**src/rtl/fsgnj_arbiter_if.sv**
```systemverilog
// Handshake bundle for the two-requester sign-injection arbiter.
// The master side drives the requests and res_ready; the slave side is the arbiter.
interface fsgnj_arbiter_if #(
  parameter int TAG_W = 4,
  parameter int CNT_W = 16
);
  logic             req0_valid, req0_ready;
  logic [31:0]      req0_x1, req0_x2;
  logic [1:0]       req0_op;
  logic [TAG_W-1:0] req0_tag;
  logic             req1_valid, req1_ready;
  logic [31:0]      req1_x1, req1_x2;
  logic [1:0]       req1_op;
  logic [TAG_W-1:0] req1_tag;
  logic             res_valid, res_ready;
  logic [31:0]      res_y;
  logic [TAG_W-1:0] res_tag;
  logic             res_src, res_err;
  logic [CNT_W-1:0] cnt0, cnt1;

  modport master (
    output req0_valid, req0_x1, req0_x2, req0_op, req0_tag,
    output req1_valid, req1_x1, req1_x2, req1_op, req1_tag,
    output res_ready,
    input  req0_ready, req1_ready,
    input  res_valid, res_y, res_tag, res_src, res_err, cnt0, cnt1
  );

  modport slave (
    input  req0_valid, req0_x1, req0_x2, req0_op, req0_tag,
    input  req1_valid, req1_x1, req1_x2, req1_op, req1_tag,
    input  res_ready,
    output req0_ready, req1_ready,
    output res_valid, res_y, res_tag, res_src, res_err, cnt0, cnt1
  );
endinterface

```
**src/rtl/fsgnj_arbiter.sv**
```systemverilog
// Round-robin arbiter between two requesters feeding a single-stage FSGNJ/N/X unit
// with a skid-free result register and saturating per-requester grant counters.

module fsgnj_lane (
  input  logic [31:0] x1,
  input  logic [31:0] x2,
  input  logic [1:0]  op,
  output logic [31:0] y,
  output logic        err
);
  // Pure bit manipulation: NaN payloads, -0, inf and denormals pass untouched.
  always_comb begin
    y   = x1;
    err = 1'b0;
    case (op)
      2'b00:   y[31] = x2[31];
      2'b01:   y[31] = ~x2[31];
      2'b10:   y[31] = x1[31] ^ x2[31];
      default: err   = 1'b1;
    endcase
  end
endmodule

module fsgnj_arbiter #(
  parameter int TAG_W = 4,
  parameter int CNT_W = 16
) (
  input  logic clk,
  input  logic rstn,
  fsgnj_arbiter_if.slave bus
);
  localparam int NUM_REQ = 2;

  typedef struct packed {
    logic [31:0]      x1;
    logic [31:0]      x2;
    logic [1:0]       op;
    logic [TAG_W-1:0] tag;
  } req_t;

  req_t [NUM_REQ-1:0]             req;
  logic [NUM_REQ-1:0]             vld, gnt;
  logic [NUM_REQ-1:0][31:0]       lane_y;
  logic [NUM_REQ-1:0]             lane_err;
  logic [NUM_REQ-1:0][CNT_W-1:0]  cnt;

  logic             prio, adv, gsrc;
  logic             res_valid, res_src, res_err;
  logic [31:0]      res_y;
  logic [TAG_W-1:0] res_tag;

  assign req[0] = {bus.req0_x1, bus.req0_x2, bus.req0_op, bus.req0_tag};
  assign req[1] = {bus.req1_x1, bus.req1_x2, bus.req1_op, bus.req1_tag};
  assign vld    = {bus.req1_valid, bus.req0_valid};

  genvar i;
  generate
    for (i = 0; i < NUM_REQ; i++) begin : g_lane
      fsgnj_lane u_lane (
        .x1  (req[i].x1),
        .x2  (req[i].x2),
        .op  (req[i].op),
        .y   (lane_y[i]),
        .err (lane_err[i])
      );
    end
  endgenerate

  assign adv = !res_valid || bus.res_ready;

  // Ready is a pure function of valids, result-register state and prio;
  // rstn gating keeps both readies low while reset is held.
  always_comb begin
    gnt = '0;
    if (rstn && adv) begin
      case (vld)
        2'b01:   gnt = 2'b01;
        2'b10:   gnt = 2'b10;
        2'b11:   gnt = prio ? 2'b10 : 2'b01;
        default: gnt = '0;
      endcase
    end
  end

  assign gsrc = gnt[1];

  always_ff @(posedge clk or negedge rstn) begin
    if (!rstn) begin
      res_valid <= 1'b0;
      res_y     <= '0;
      res_tag   <= '0;
      res_src   <= 1'b0;
      res_err   <= 1'b0;
      prio      <= 1'b0;
    end else if (|gnt) begin
      res_valid <= 1'b1;
      res_y     <= lane_y[gsrc];
      res_tag   <= req[gsrc].tag;
      res_src   <= gsrc;
      res_err   <= lane_err[gsrc];
      prio      <= ~gsrc;
    end else if (adv) begin
      res_valid <= 1'b0;
    end
  end

  generate
    for (i = 0; i < NUM_REQ; i++) begin : g_cnt
      always_ff @(posedge clk or negedge rstn) begin
        if (!rstn)
          cnt[i] <= '0;
        else if (gnt[i] && cnt[i] != {CNT_W{1'b1}})
          cnt[i] <= cnt[i] + CNT_W'(1);
      end
    end
  endgenerate

  assign bus.req0_ready = gnt[0];
  assign bus.req1_ready = gnt[1];
  assign bus.res_valid  = res_valid;
  assign bus.res_y      = res_y;
  assign bus.res_tag    = res_tag;
  assign bus.res_src    = res_src;
  assign bus.res_err    = res_err;
  assign bus.cnt0       = cnt[0];
  assign bus.cnt1       = cnt[1];
endmodule
```
**src/flat_wrapper.sv**
```systemverilog
// flat-port wrapper written by rule: the top's interface ports become plain ports
module fsgnj_arbiter_flat 
#(
  parameter int TAG_W = 4,
  parameter int CNT_W = 16
)
  (clk, rstn, bus_req0_valid, bus_req0_x1, bus_req0_x2, bus_req0_op, bus_req0_tag, bus_req1_valid, bus_req1_x1, bus_req1_x2, bus_req1_op, bus_req1_tag, bus_res_ready, bus_req0_ready, bus_req1_ready, bus_res_valid, bus_res_y, bus_res_tag, bus_res_src, bus_res_err, bus_cnt0, bus_cnt1);
  fsgnj_arbiter_if #(.TAG_W(TAG_W), .CNT_W(CNT_W)) bus_i ();
  input  logic clk;
  input  logic rstn;
  input wire logic [$bits(bus_i.req0_valid)-1:0] bus_req0_valid;
  input wire logic [$bits(bus_i.req0_x1)-1:0] bus_req0_x1;
  input wire logic [$bits(bus_i.req0_x2)-1:0] bus_req0_x2;
  input wire logic [$bits(bus_i.req0_op)-1:0] bus_req0_op;
  input wire logic [$bits(bus_i.req0_tag)-1:0] bus_req0_tag;
  input wire logic [$bits(bus_i.req1_valid)-1:0] bus_req1_valid;
  input wire logic [$bits(bus_i.req1_x1)-1:0] bus_req1_x1;
  input wire logic [$bits(bus_i.req1_x2)-1:0] bus_req1_x2;
  input wire logic [$bits(bus_i.req1_op)-1:0] bus_req1_op;
  input wire logic [$bits(bus_i.req1_tag)-1:0] bus_req1_tag;
  input wire logic [$bits(bus_i.res_ready)-1:0] bus_res_ready;
  output wire logic [$bits(bus_i.req0_ready)-1:0] bus_req0_ready;
  output wire logic [$bits(bus_i.req1_ready)-1:0] bus_req1_ready;
  output wire logic [$bits(bus_i.res_valid)-1:0] bus_res_valid;
  output wire logic [$bits(bus_i.res_y)-1:0] bus_res_y;
  output wire logic [$bits(bus_i.res_tag)-1:0] bus_res_tag;
  output wire logic [$bits(bus_i.res_src)-1:0] bus_res_src;
  output wire logic [$bits(bus_i.res_err)-1:0] bus_res_err;
  output wire logic [$bits(bus_i.cnt0)-1:0] bus_cnt0;
  output wire logic [$bits(bus_i.cnt1)-1:0] bus_cnt1;
  assign bus_i.req0_valid = bus_req0_valid;
  assign bus_i.req0_x1 = bus_req0_x1;
  assign bus_i.req0_x2 = bus_req0_x2;
  assign bus_i.req0_op = bus_req0_op;
  assign bus_i.req0_tag = bus_req0_tag;
  assign bus_i.req1_valid = bus_req1_valid;
  assign bus_i.req1_x1 = bus_req1_x1;
  assign bus_i.req1_x2 = bus_req1_x2;
  assign bus_i.req1_op = bus_req1_op;
  assign bus_i.req1_tag = bus_req1_tag;
  assign bus_i.res_ready = bus_res_ready;
  assign bus_req0_ready = bus_i.req0_ready;
  assign bus_req1_ready = bus_i.req1_ready;
  assign bus_res_valid = bus_i.res_valid;
  assign bus_res_y = bus_i.res_y;
  assign bus_res_tag = bus_i.res_tag;
  assign bus_res_src = bus_i.res_src;
  assign bus_res_err = bus_i.res_err;
  assign bus_cnt0 = bus_i.cnt0;
  assign bus_cnt1 = bus_i.cnt1;
  fsgnj_arbiter #(.TAG_W(TAG_W), .CNT_W(CNT_W)) u_core (.clk(clk), .rstn(rstn), .bus(bus_i));
endmodule
```
**config.mk**
```make
export PLATFORM = sky130hd
export DESIGN_NAME = fsgnj_arbiter_flat
export DESIGN_NICKNAME = d
export VERILOG_FILES = /design/src/rtl/fsgnj_arbiter_if.sv /design/src/rtl/fsgnj_arbiter.sv /design/src/flat_wrapper.sv
export SDC_FILE = /design/constraint.sdc
export NUM_CORES = 1
export LEC_CHECK = 0
export CAP_MARGIN = 5
export CORE_ASPECT_RATIO = 0.7
export CORE_MARGIN = 10
export CORE_UTILIZATION = 37
export DETAILED_ROUTE_END_ITERATION = 10
export PLACE_DENSITY = 0.77
export SETUP_SLACK_MARGIN = 0.5
export SLEW_MARGIN = 20
export SYNTH_ARGS = -nofsm -noshare
export SYNTH_HDL_FRONTEND = slang
export SYNTH_SLANG_ARGS = --single-unit
```
**constraint.sdc**
```tcl
create_clock -name clk -period 2.4 [get_ports clk]
set_input_delay 0.48 -clock clk [delete_from_list [all_inputs] [get_ports clk]]
set_output_delay 0.48 -clock clk [all_outputs]
set_load 0.01 [all_outputs]
```
==> results of run 1 <==
-- registers in the layout, indices dropped and copies added (netlist names) --
signal,cells
u_core.bus.res_y,32
u_core.prio,1
u_core.bus.cnt1,16
u_core.bus.res_src,1
u_core.bus.res_err,1
u_core.bus.res_tag,4
u_core.bus.cnt0,16
u_core.bus.res_valid,1
-- through the flow --
step / cell area [µm²] / util [%] / std cells / worst slack (ns)
6_report: 5530 / 61.2 / 647 / 0.546
5_1_grt: 5530 / 61.2 / 647 / 0.501
4_1_cts: 5480 / 60.7 / 645 / 0.502
3_5_place_dp: 5140 / 56.9 / 627 / -0.0247
3_3_place_gp: 5140 / 56.9 / 627 / 0.00313
2_1_floorplan: 3430 / - / 357 / 0.659
-- final timing paths --
path                       slack (ns)  cells after the start                         endpoint
min in group clk                 0.48                      2  u_core.bus.res_y[4]$_DFFE_PN0P_
setup reg to reg                 0.60                      6   u_core.bus.cnt1[1]$_DFFE_PN0P_
hold / removal                   0.25                      2          u_core.prio$_DFFE_PN0P_
hold reg to reg                  0.48                      2  u_core.bus.res_y[4]$_DFFE_PN0P_
setup / recovery                 0.55                      1                     bus_cnt1[12]
max in group asynchronous        1.78                      2  u_core.bus.cnt0[12]$_DFFE_PN0P_
-- cell type report --
type	instances	area, µm²
tap	124	155
sequential	72	1810
clock buffer	10	239
clock inverter	6	65.1
fill	738	3500
timing repair buffer	167	1650
inverter	5	20.0
multi-input combinational	263	1600
-- report_power, final --
group / leakage, nW / total [W] / switching [W] / internal (W)
clock network: 0.149 / 0.00135 / 0.000509 / 0.000836
logic: 1.45 / 0.00134 / 0.000571 / 0.000770
registers: 0.884 / 0.00173 / 0.000246 / 0.00149
total: 2.48 / 0.00442 / 0.00133 / 0.00309
-- cell usage after synthesis, drive strengths merged (2+ instances only) --
library cell and n:
nand2 95, dfrtp 72, xor2 26, nor2 24
a31oi 20, a22oi 15, nor4 13, buf 12
nor3 12, nand3 11, nand4 8, and3 6
nand2b 6, clkbuf 5, mux2 5, inv 4
nor4b 3, a21oi 2, ha 2, mux2i 2
nor3b 2, o2111ai 2, o21ai 2
-- kinds of logic after synthesis --
group | count (synthesis)
simple gates | 185
flops | 72
compound gates | 43
xor+xnor | 26
buf+inv | 22
mux | 7
fa+ha+maj | 2
-- cell usage in the layout, fill, tap and decap left out, types with 3 or more instances in the layout --
cell             synthesis  final
nand2_1                 95     95
nand4_1                  5      5
nor3_1                  12     12
a31oi_1                 20     20
mux2_2                   4      3
a22oi_1                 15     15
nand3_1                 11     11
dlygate4sd2_1            0      3
dfrtp_2                  0      7
nor4b_1                  3      3
nor4_1                  11      7
clkinv_2                 0      3
clkdlybuf4s50_1          0    148
xor2_1                  26     26
buf_4                    0     12
nor2_1                  23     22
nand2b_1                 5      5
nor4_2                   1      4
and3_1                   6      6
clkbuf_16                0      9
inv_1                    4      4
dfrtp_1                 72     65
-- metal layers --
| layer | wire length [µm] | share of wire, % | GRT usage (%) | up-vias |
|---|---|---|---|---|
| li1 | - | - | - | 1562 |
| met1 | 4840 | 45 | 18.8 | 1533 |
| met2 | 5040 | 47 | 24.1 | 103 |
| met3 | 778 | 7.2 | 5.78 | 8 |
| met4 | 94 | 0.87 | 3.22 | 0 |
| met5 | 0 | 0 | 0 | - |
-- repair_timing --
item,in CTS,in global routing
pin swaps,3,1
buffers inserted,2,2
resized for setup,22,11
endpoints found under the setup margin,7,14
==> flow_metrics.env, run 1 <==
export IMPL_grt_pass1_wl_um=16700
export IMPL_syn_inst=357
export IMPL_initial_core_util_pct=38.0
export IMPL_drv_slew=0
export IMPL_netlist_area_leader_share_pct=52.5
export IMPL_path_buf_inv=1
export IMPL_hold_violations=0
export IMPL_p_leak_nw=2.48
export IMPL_fin_nets=665
export IMPL_slowest_delay_ns=0.59
export IMPL_first_global_vias=3176
export IMPL_p_per_area_mw_per_mm2=799
export IMPL_synth_seq_area_share_pct=52.5
export IMPL_max_clock_path_buffers=2
export IMPL_slowest_stage="clkdlybuf4s50_1"
export IMPL_synthAdderAreaFrac_pct=0.729
export IMPL_final_layout_size_suffix_gt1_share_pct=11.5
export IMPL_ys_flop_type="dfrtp_1"
export IMPL_cp_cell_sequence="clkdlybuf4s50_1"
export IMPL_synth_simple_area_share_pct=26.3
export IMPL_syn2layout_area_growth_pct=61.2
export IMPL_clock_skew_ns=0.00838
export IMPL_wirelength_um=10800
export IMPL_crit_start="u_core.bus.cnt1[12]$_DFFE_PN0P_"
export IMPL_die_y_um=101
export IMPL_yosysUniqueCellTypes=41
export IMPL_crit_path_end_kind="output port"
export IMPL_cts_sinks=72
export IMPL_yosysWarnings=0
export IMPL_wl_per_cell_um=16.6
export IMPL_clkTransAtPathRegs_ns=0.06
export IMPL_period_minus_slack_ns=1.85
export IMPL_critical_path_top_delay_family="buffers and inverters"
export IMPL_insertion_delay_ns=0.32
export IMPL_fin_crit_sh_pct=77.2
export IMPL_track_usage_pct=15.0
export IMPL_ir_drop_v=0.000387
export IMPL_start_kind="flip-flop"
export IMPL_yosys_area_top_type="dfrtp_1"
export IMPL_synth_area_mm2=0.00343
export IMPL_antenna_cells=0
export IMPL_avgViaCountPerCell=4.96
export IMPL_hold_path_class="in -> async"
export IMPL_dr_pass1_iters=4
export IMPL_ioPinCount=218
export IMPL_critical_path_required_ns=1.92
export IMPL_drv_cap=0
export IMPL_drtAntennaViolNets=0
export IMPL_status="finished clean"
export IMPL_cp_data_arrival_time_ns=1.37
export IMPL_syn_avg_cell_area_um2=9.61
export IMPL_die_w_um=135
export IMPL_syn_nets=504
export IMPL_p_total_w=0.00442
export IMPL_h_tree_depth=3
export IMPL_slew_headroom_pct=55.7
export IMPL_routabilityCongestion=0.828
export IMPL_antenna_found_initial=0
export IMPL_drt_iter0_markers=185
export IMPL_crit_fanout=7
export IMPL_rsz0062_at_grt="false"
export IMPL_core_mm2=0.00903
export IMPL_overflow=0
export IMPL_yosys_mux_area_fraction_pct=2.33
export IMPL_synth_edff_count=0
export IMPL_drc=0
export IMPL_timing_rr_start="u_core.bus.cnt1[0]$_DFFE_PN0P_"
export IMPL_fmax_ghz=0.539
export IMPL_crit_type="reg -> out"
export IMPL_synth_compound_area_share_pct=8.64
export IMPL_root_buffer="clkbuf_16"
export IMPL_die_area_mm2=0.0136
export IMPL_synth_area_top_cells="dfrtp_1 52%, nand2_1 10%, xor2_1 6.6%"
export IMPL_synth_xor_area_share_pct=6.64
export IMPL_cts_buffers=9
export IMPL_vias=3206
export IMPL_setup_tns_ns=0
export IMPL_synth_top_family_by_area="simple AND/OR/NAND/NOR gates"
export IMPL_holdWs_ns=0.250
export IMPL_io_buffers=155
export IMPL_async_flop_share_pct=100
export IMPL_hpwl_um=8050
export IMPL_setup_viol=0
export IMPL_cts_hold_buf=0
export IMPL_worstMarginPinSlew_ns=0.662
export IMPL_grt_start_max_net_pins=38
export IMPL_cts_tree="done"
export IMPL_num_rows=29
export IMPL_ys_ff_latch=72
Note: power is estimated with default switching activity, not from simulation.
==> run 2: changes to the inputs <==
- CORE_UTILIZATION: 37 -> 33
- PLACE_DENSITY: 0.77 -> 0.73
- clock period: 2.4 -> 1.7 ns (I/O delays scaled with it)
==> run 2 against run 1 <==
Net effect:
- sequential share of layout area decreased by 9.6 points
- hold slack got worse by 0.019 ns
- utilization increased by 16 points
- setup slack got worse by 0.48 ns
- flip-flop and latch count unchanged
- clock power increased by 50%
- via count increased by 23%
- global-route usage increased by 5.0 points
- count of clock-buffer cells in the layout unchanged
- first-iteration DRC count decreased by 33%
- combinational power increased by 140%
- final area increased by 43%
- largest cell class is now buffers
- highest routed layer unchanged
==> flow_metrics.env, run 2 (same netlist as run 1, synthesis figures left out) <==
export IMPL_hold_violations=0
export IMPL_routabilityCongestion=0.848
export IMPL_clkTransAtPathRegs_ns=0.06
export IMPL_drc=0
export IMPL_layout_setup_ws_ns=0.0657
export IMPL_die_area_mm2=0.0149
export IMPL_pre_cts_slack_ns=-0.355
export IMPL_vias=3932
export IMPL_fmax_ghz=0.612
export IMPL_regMostFlops="u_core.bus.res_y"
export IMPL_final_common_cell="buf_6"
export IMPL_antenna_found_initial=1
export IMPL_grt_start_max_net_pins=59
export IMPL_h_tree_depth=3
export IMPL_setup_viol=0
export IMPL_dp_cells=662
export IMPL_track_usage_pct=20.1
export IMPL_final_area_mm2=0.00789
export IMPL_fin_nets=794
export IMPL_initial_core_util_pct=33.5
export IMPL_largest_reg_flops=32
export IMPL_cts_sinks=72
export IMPL_worstSetupPathDepth=8
export IMPL_path_buf_inv=5
export IMPL_worstMarginPinSlew_ns=0.766
export IMPL_first_global_vias=4305
export IMPL_p_leak_nw=3.64
export IMPL_fill_cells=647
export IMPL_cts_tree="done"
export IMPL_slowest_delay_ns=0.44
export IMPL_crit_type="reg -> reg"
export IMPL_cts_buffers=9
export IMPL_io_buffers=155
export IMPL_syn2layout_area_growth_pct=130
export IMPL_grt_pass1_wl_um=24000
export IMPL_drv_slew=0
export IMPL_max_clock_path_buffers=2
export IMPL_fin_cells=785
export IMPL_hpwl_um=8850
export IMPL_critical_path_required_ns=1.94
export IMPL_crit_path_end_kind="flip-flop"
export IMPL_cp_data_arrival_time_ns=1.88
export IMPL_period_minus_slack_ns=1.63
export IMPL_hold_path_class="in -> async"
export IMPL_drt_iter0_markers=124
export IMPL_power_share_sequential_pct=31.8
export IMPL_intPower_w=0.00532
export IMPL_ff2ff_path_depth=8
export IMPL_slowest_stage="dfrtp_2"
export IMPL_clkPwrFrac_pct=26.1
export IMPL_final_layout_size_suffix_gt1_share_pct=53.8
export IMPL_p_per_area_mw_per_mm2=984
export IMPL_drtAntennaViolNets=0
export IMPL_fin_crit_sh_pct=96.1
export IMPL_root_buffer="clkbuf_16"
export IMPL_die_y_um=105
export IMPL_start_kind="flip-flop"
export IMPL_wl_per_cell_um=20.0
export IMPL_avgViaCountPerCell=5.01
export IMPL_critical_path_top_delay_family="buffers and inverters"
export IMPL_p_sw_w=0.00243
export IMPL_wirelength_um=15700
export IMPL_status="finished clean"
export IMPL_core_mm2=0.0102
export IMPL_num_rows=31
export IMPL_clock_skew_ns=0.00522
export IMPL_swShare_pct=31.4
export IMPL_seqCellArea_mm2=0.00182
export IMPL_ioPinCount=218
export IMPL_placed_area_mm2=0.00564
export IMPL_cpMostUsedCell="buf_6"
export IMPL_dr_pass1_iters=5
export IMPL_die_w_um=142
export IMPL_slew_headroom_pct=48.9
export IMPL_crit_fanout=6
export IMPL_multi_input_area_mm2=0.00236
export IMPL_overflow=0
export IMPL_cp_cell_sequence="o2111ai_4 > buf_8 > buf_6 > buf_6 > buf_12 > buf_16 > nor2_4 > a31oi_1"
export IMPL_p_comb_share_pct=42.0
export IMPL_insertion_delay_ns=0.33
export IMPL_final_cell_mix="95 x buf_6, 81 x nand2_1, 78 x clkdlybuf4s50_1"
export IMPL_ir_drop_v=0.000574
export IMPL_drv_cap=0
export IMPL_rsz0062_at_grt="true"
==> run 2: cell types whose count changed in the layout (fill, tap and decap cells not counted), moves of 11 or more <==
cell             previous run  this run
nand2_1                    95        81
clkdlybuf4s50_1           148        78
buf_4                      12        71
nor3_1                     12         1
buf_2                       1        19
a22oi_2                     0        15
nor3_4                      0        11
a22oi_1                    15         0
nor4_4                      2        13
buf_6                       1        95
buf_16                      0        15
==> run 2: path summary, 6_finish.rpt <==
path                                                     end  slack (ns)                              from
max in group asynchronous     u_core.bus.cnt1[4]$_DFFE_PN0P_        0.91                              rstn
min in group clk            u_core.bus.res_valid$_DFFE_PN0P_        0.45                     bus_res_ready
max reg2reg                u_core.bus.res_tag[2]$_DFFE_PN0P_        0.07           u_core.prio$_DFFE_PN0P_
max                        u_core.bus.res_tag[2]$_DFFE_PN0P_        0.07           u_core.prio$_DFFE_PN0P_
min                          u_core.bus.cnt1[13]$_DFFE_PN0P_        0.23                              rstn
min reg2reg                 u_core.bus.res_y[13]$_DFFE_PN0P_        0.48  u_core.bus.res_y[13]$_DFFE_PN0P_
==> run 2: cell type report <==
cell class | count | area share [%]
Clock buffer | 10 | 3.03
Antenna cell | 1 | 0.0317
Tap cell | 132 | 2.09
Timing Repair Buffer | 296 | 40.5
Multi-Input combinational cell | 263 | 29.9
Clock inverter | 6 | 1.05
Inverter | 5 | 0.301
Sequential cell | 72 | 23.1
==> run 2: worst register-to-register path, delay by kind of cell, from the launching register on <==
| kind | cells | cell delay, ns |
|---|---|---|
| buf+inv | 5 | 0.66 |
| simple gates | 1 | 0.03 |
| flops | 1 | 0.44 |
| compound gates | 2 | 0.42 |
==> run 2: stage by stage <==
| stage | total power (W) | TNS, ns | hold WS, ns | utilization [%] |
|---|---|---|---|---|
| floorplan | 0.00326 | 0 | 0.0444 | - |
| global placement | 0.00451 | -15.37 | 0.342 | 55.1 |
| detailed placement | 0.00458 | -17.81 | 0.349 | 55.1 |
| CTS | 0.00732 | 0 | 0.245 | 72.0 |
| global route | 0.00812 | 0 | 0.286 | 77.0 |
| finish | 0.00776 | 0 | 0.231 | 77.0 |
==> run 2: power by group through the flow <==
stage,Combinational (W),Sequential [W],Clock (W)
3_3_place_gp,0.00207,0.00244,0
2_1_floorplan,0.000650,0.00261,0
3_5_place_dp,0.00213,0.00246,0
4_1_cts,0.00283,0.00242,0.00207
5_1_grt,0.00347,0.00251,0.00214
6_report,0.00326,0.00247,0.00203
==> run 2: repair_timing <==
action / CTS / global route
gates cloned: 14 / 0
hold endpoints to repair: 14 / 0
setup endpoints to repair: 144 / 158
pin swaps: 81 / 54
resized for setup: 468 / 67
hold buffers: 1 / 0
buffers inserted: 66 / 25
==> run 2: metal layers <==
layer | track usage (%) | up-vias | wire, µm
li1 | - | 1841 | -
met1 | 23.3 | 1950 | 6150
met2 | 34.2 | 130 | 8180
met3 | 7.35 | 11 | 1290
met4 | 5.24 | 0 | 117
met5 | 0 | - | 0
==> run 3: changes to the inputs <==
- RECOVER_POWER: default -> 25
==> run 3 against run 2 <==
Net effect:
- combinational power barely moved
- count of clock-buffer cells in the layout did not move
- final area fell by 0.14%
- via count barely moved
- non-clock buffer count did not move
- hold slack improved by 0.095 ns
- critical path depth did not move
- first-iteration DRC count fell by 0.81%
- global-route usage did not move
- critical path type unchanged
- largest cell class unchanged
- highest routed layer unchanged
==> flow_metrics.env, run 3 (same netlist as run 1, synthesis figures left out) <==
export IMPL_h_tree_depth=3
export IMPL_vias=3933
export IMPL_dr_pass1_iters=5
export IMPL_drc=0
export IMPL_p_per_area_mw_per_mm2=985
export IMPL_start_kind="flip-flop"
export IMPL_dp_cells=662
export IMPL_worstMarginPinSlew_ns=1.35
export IMPL_antenna_found_initial=1
export IMPL_pre_cts_slack_ns=-0.355
export IMPL_period_minus_slack_ns=1.64
export IMPL_crit_fanout=6
export IMPL_path_buf_inv=5
export IMPL_die_y_um=105
export IMPL_final_layout_size_suffix_gt1_share_pct=53.8
export IMPL_io_buffers=155
export IMPL_fmax_ghz=0.611
export IMPL_final_cell_mix="95 x buf_6, 81 x nand2_1, 78 x clkdlybuf4s50_1"
export IMPL_critical_path_top_delay_family="buffers and inverters"
export IMPL_cts_sinks=72
export IMPL_routabilityCongestion=0.848
export IMPL_syn2layout_area_growth_pct=129
export IMPL_die_w_um=142
export IMPL_slowest_delay_ns=0.44
export IMPL_first_global_vias=4305
export IMPL_fin_nets=794
export IMPL_setup_viol=0
export IMPL_final_area_mm2=0.00787
export IMPL_fill_cells=648
export IMPL_track_usage_pct=20.1
export IMPL_ioPinCount=218
export IMPL_cp_cell_sequence="o2111ai_4 > buf_8 > buf_6 > buf_6 > buf_12 > buf_16 > nor2_4 > a31oi_1"
export IMPL_insertion_delay_ns=0.33
export IMPL_overflow=0
export IMPL_final_common_cell="buf_6"
export IMPL_status="finished clean"
export IMPL_rsz0062_at_grt="true"
export IMPL_grt_start_max_net_pins=59
export IMPL_fin_crit_sh_pct=96.3
export IMPL_regMostFlops="u_core.bus.res_y"
export IMPL_initial_core_util_pct=33.5
export IMPL_cts_tree="done"
export IMPL_die_area_mm2=0.0149
export IMPL_wirelength_um=15700
export IMPL_hold_violations=0
export IMPL_largest_reg_flops=32
export IMPL_drt_iter0_markers=123
export IMPL_drv_cap=0
export IMPL_ir_drop_v=0.000574
export IMPL_hpwl_um=8850
export IMPL_cts_buffers=9
export IMPL_max_clock_path_buffers=2
export IMPL_slew_headroom_pct=9.74
export IMPL_cpMostUsedCell="buf_6"
export IMPL_clkTransAtPathRegs_ns=0.06
export IMPL_layout_setup_ws_ns=0.0631
export IMPL_slowest_stage="dfrtp_2"
export IMPL_p_leak_nw=3.63
export IMPL_wl_per_cell_um=20.0
export IMPL_core_mm2=0.0102
export IMPL_crit_path_end_kind="flip-flop"
export IMPL_cp_data_arrival_time_ns=1.88
export IMPL_root_buffer="clkbuf_16"
export IMPL_drtAntennaViolNets=0
export IMPL_grt_pass1_wl_um=24000
export IMPL_critical_path_required_ns=1.94
export IMPL_drv_slew=0
export IMPL_placed_area_mm2=0.00564
export IMPL_num_rows=31
export IMPL_fin_cells=785
export IMPL_crit_type="reg -> reg"
export IMPL_clock_skew_ns=0.00522
export IMPL_avgViaCountPerCell=5.01
export IMPL_hold_path_class="in -> async"
## run 3: cell types whose count changed in the layout (fill, tap and decap cells not counted), sizes merged
| cell | before | now |
|---|---|---|
| buf | 214 | 213 |
| clkbuf | 10 | 12 |
| dlymetal6s4s | 1 | 0 |
## run 3: repair_timing
action | 4_1_cts | 5_1_grt
hold buffers | 1 | 0
gates cloned | 14 | 0
endpoints found under the hold margin | 14 | 0
pin swaps | 81 | 54
buffers inserted | 66 | 25
setup endpoints to repair | 144 | 158
resized for setup | 468 | 67
## run 3: power breakdown
group / internal [W] / switching, W
sequential: 0.00211 / 0.000362
combinational: 0.00190 / 0.00136
clock: 0.00132 / 0.000713
total: 0.00532 / 0.00244
## run 3: worst paths after layout
check                                                  from                                end  slack, ns  cells after the start
max in group asynchronous                              rstn    u_core.bus.cnt1[10]$_DFFE_PN0P_       0.32                      2
setup reg to reg                    u_core.prio$_DFFE_PN0P_  u_core.bus.res_tag[2]$_DFFE_PN0P_       0.06                      8
min in group clk                              bus_res_ready   u_core.bus.res_valid$_DFFE_PN0P_       0.45                      3
hold / removal                                         rstn   u_core.bus.res_y[31]$_DFFE_PN0P_       0.33                      3
setup / recovery                    u_core.prio$_DFFE_PN0P_  u_core.bus.res_tag[2]$_DFFE_PN0P_       0.06                      8
hold reg to reg            u_core.bus.res_y[13]$_DFFE_PN0P_   u_core.bus.res_y[13]$_DFFE_PN0P_       0.48                      2
## run 3: cell type report
type	count	area [µm²]	share of cell area (%)
diodes	1	2.50	0.0318
clock buffers	10	239	3.04
clock inverters	6	82.6	1.05
inverters	5	23.8	0.302
multi-input cells	263	2360	30.0
flip-flops and latches	72	1820	23.1
well taps	132	165	2.10
repair buffers	296	3180	40.4
## run 3: per-stage QoR
step	utilization [%]	setup TNS, ns	hold slack (ns)	power (W)
after floorplan	-	0	0.0444	0.00326
after global placement	55.1	-15.37	0.342	0.00451
after detailed placement	55.1	-17.81	0.349	0.00458
after CTS	72.0	0	0.245	0.00732
after global routing	76.9	0	0.382	0.00812
final	76.9	0	0.326	0.00776
## run 3: tightest hold or removal path: cells and delay by family
kind	cells	cell delay, ns
buffers and inverters	3	0.83
## run 3: routing by layer
metal / wire (µm) / GRT usage (%) / vias up
met1: 6150 / 23.3 / 1952
met5: 0 / 0 / -
met3: 1290 / 7.35 / 11
li1: - / - / 1840
met2: 8170 / 34.2 / 130
met4: 117 / 5.24 / 0
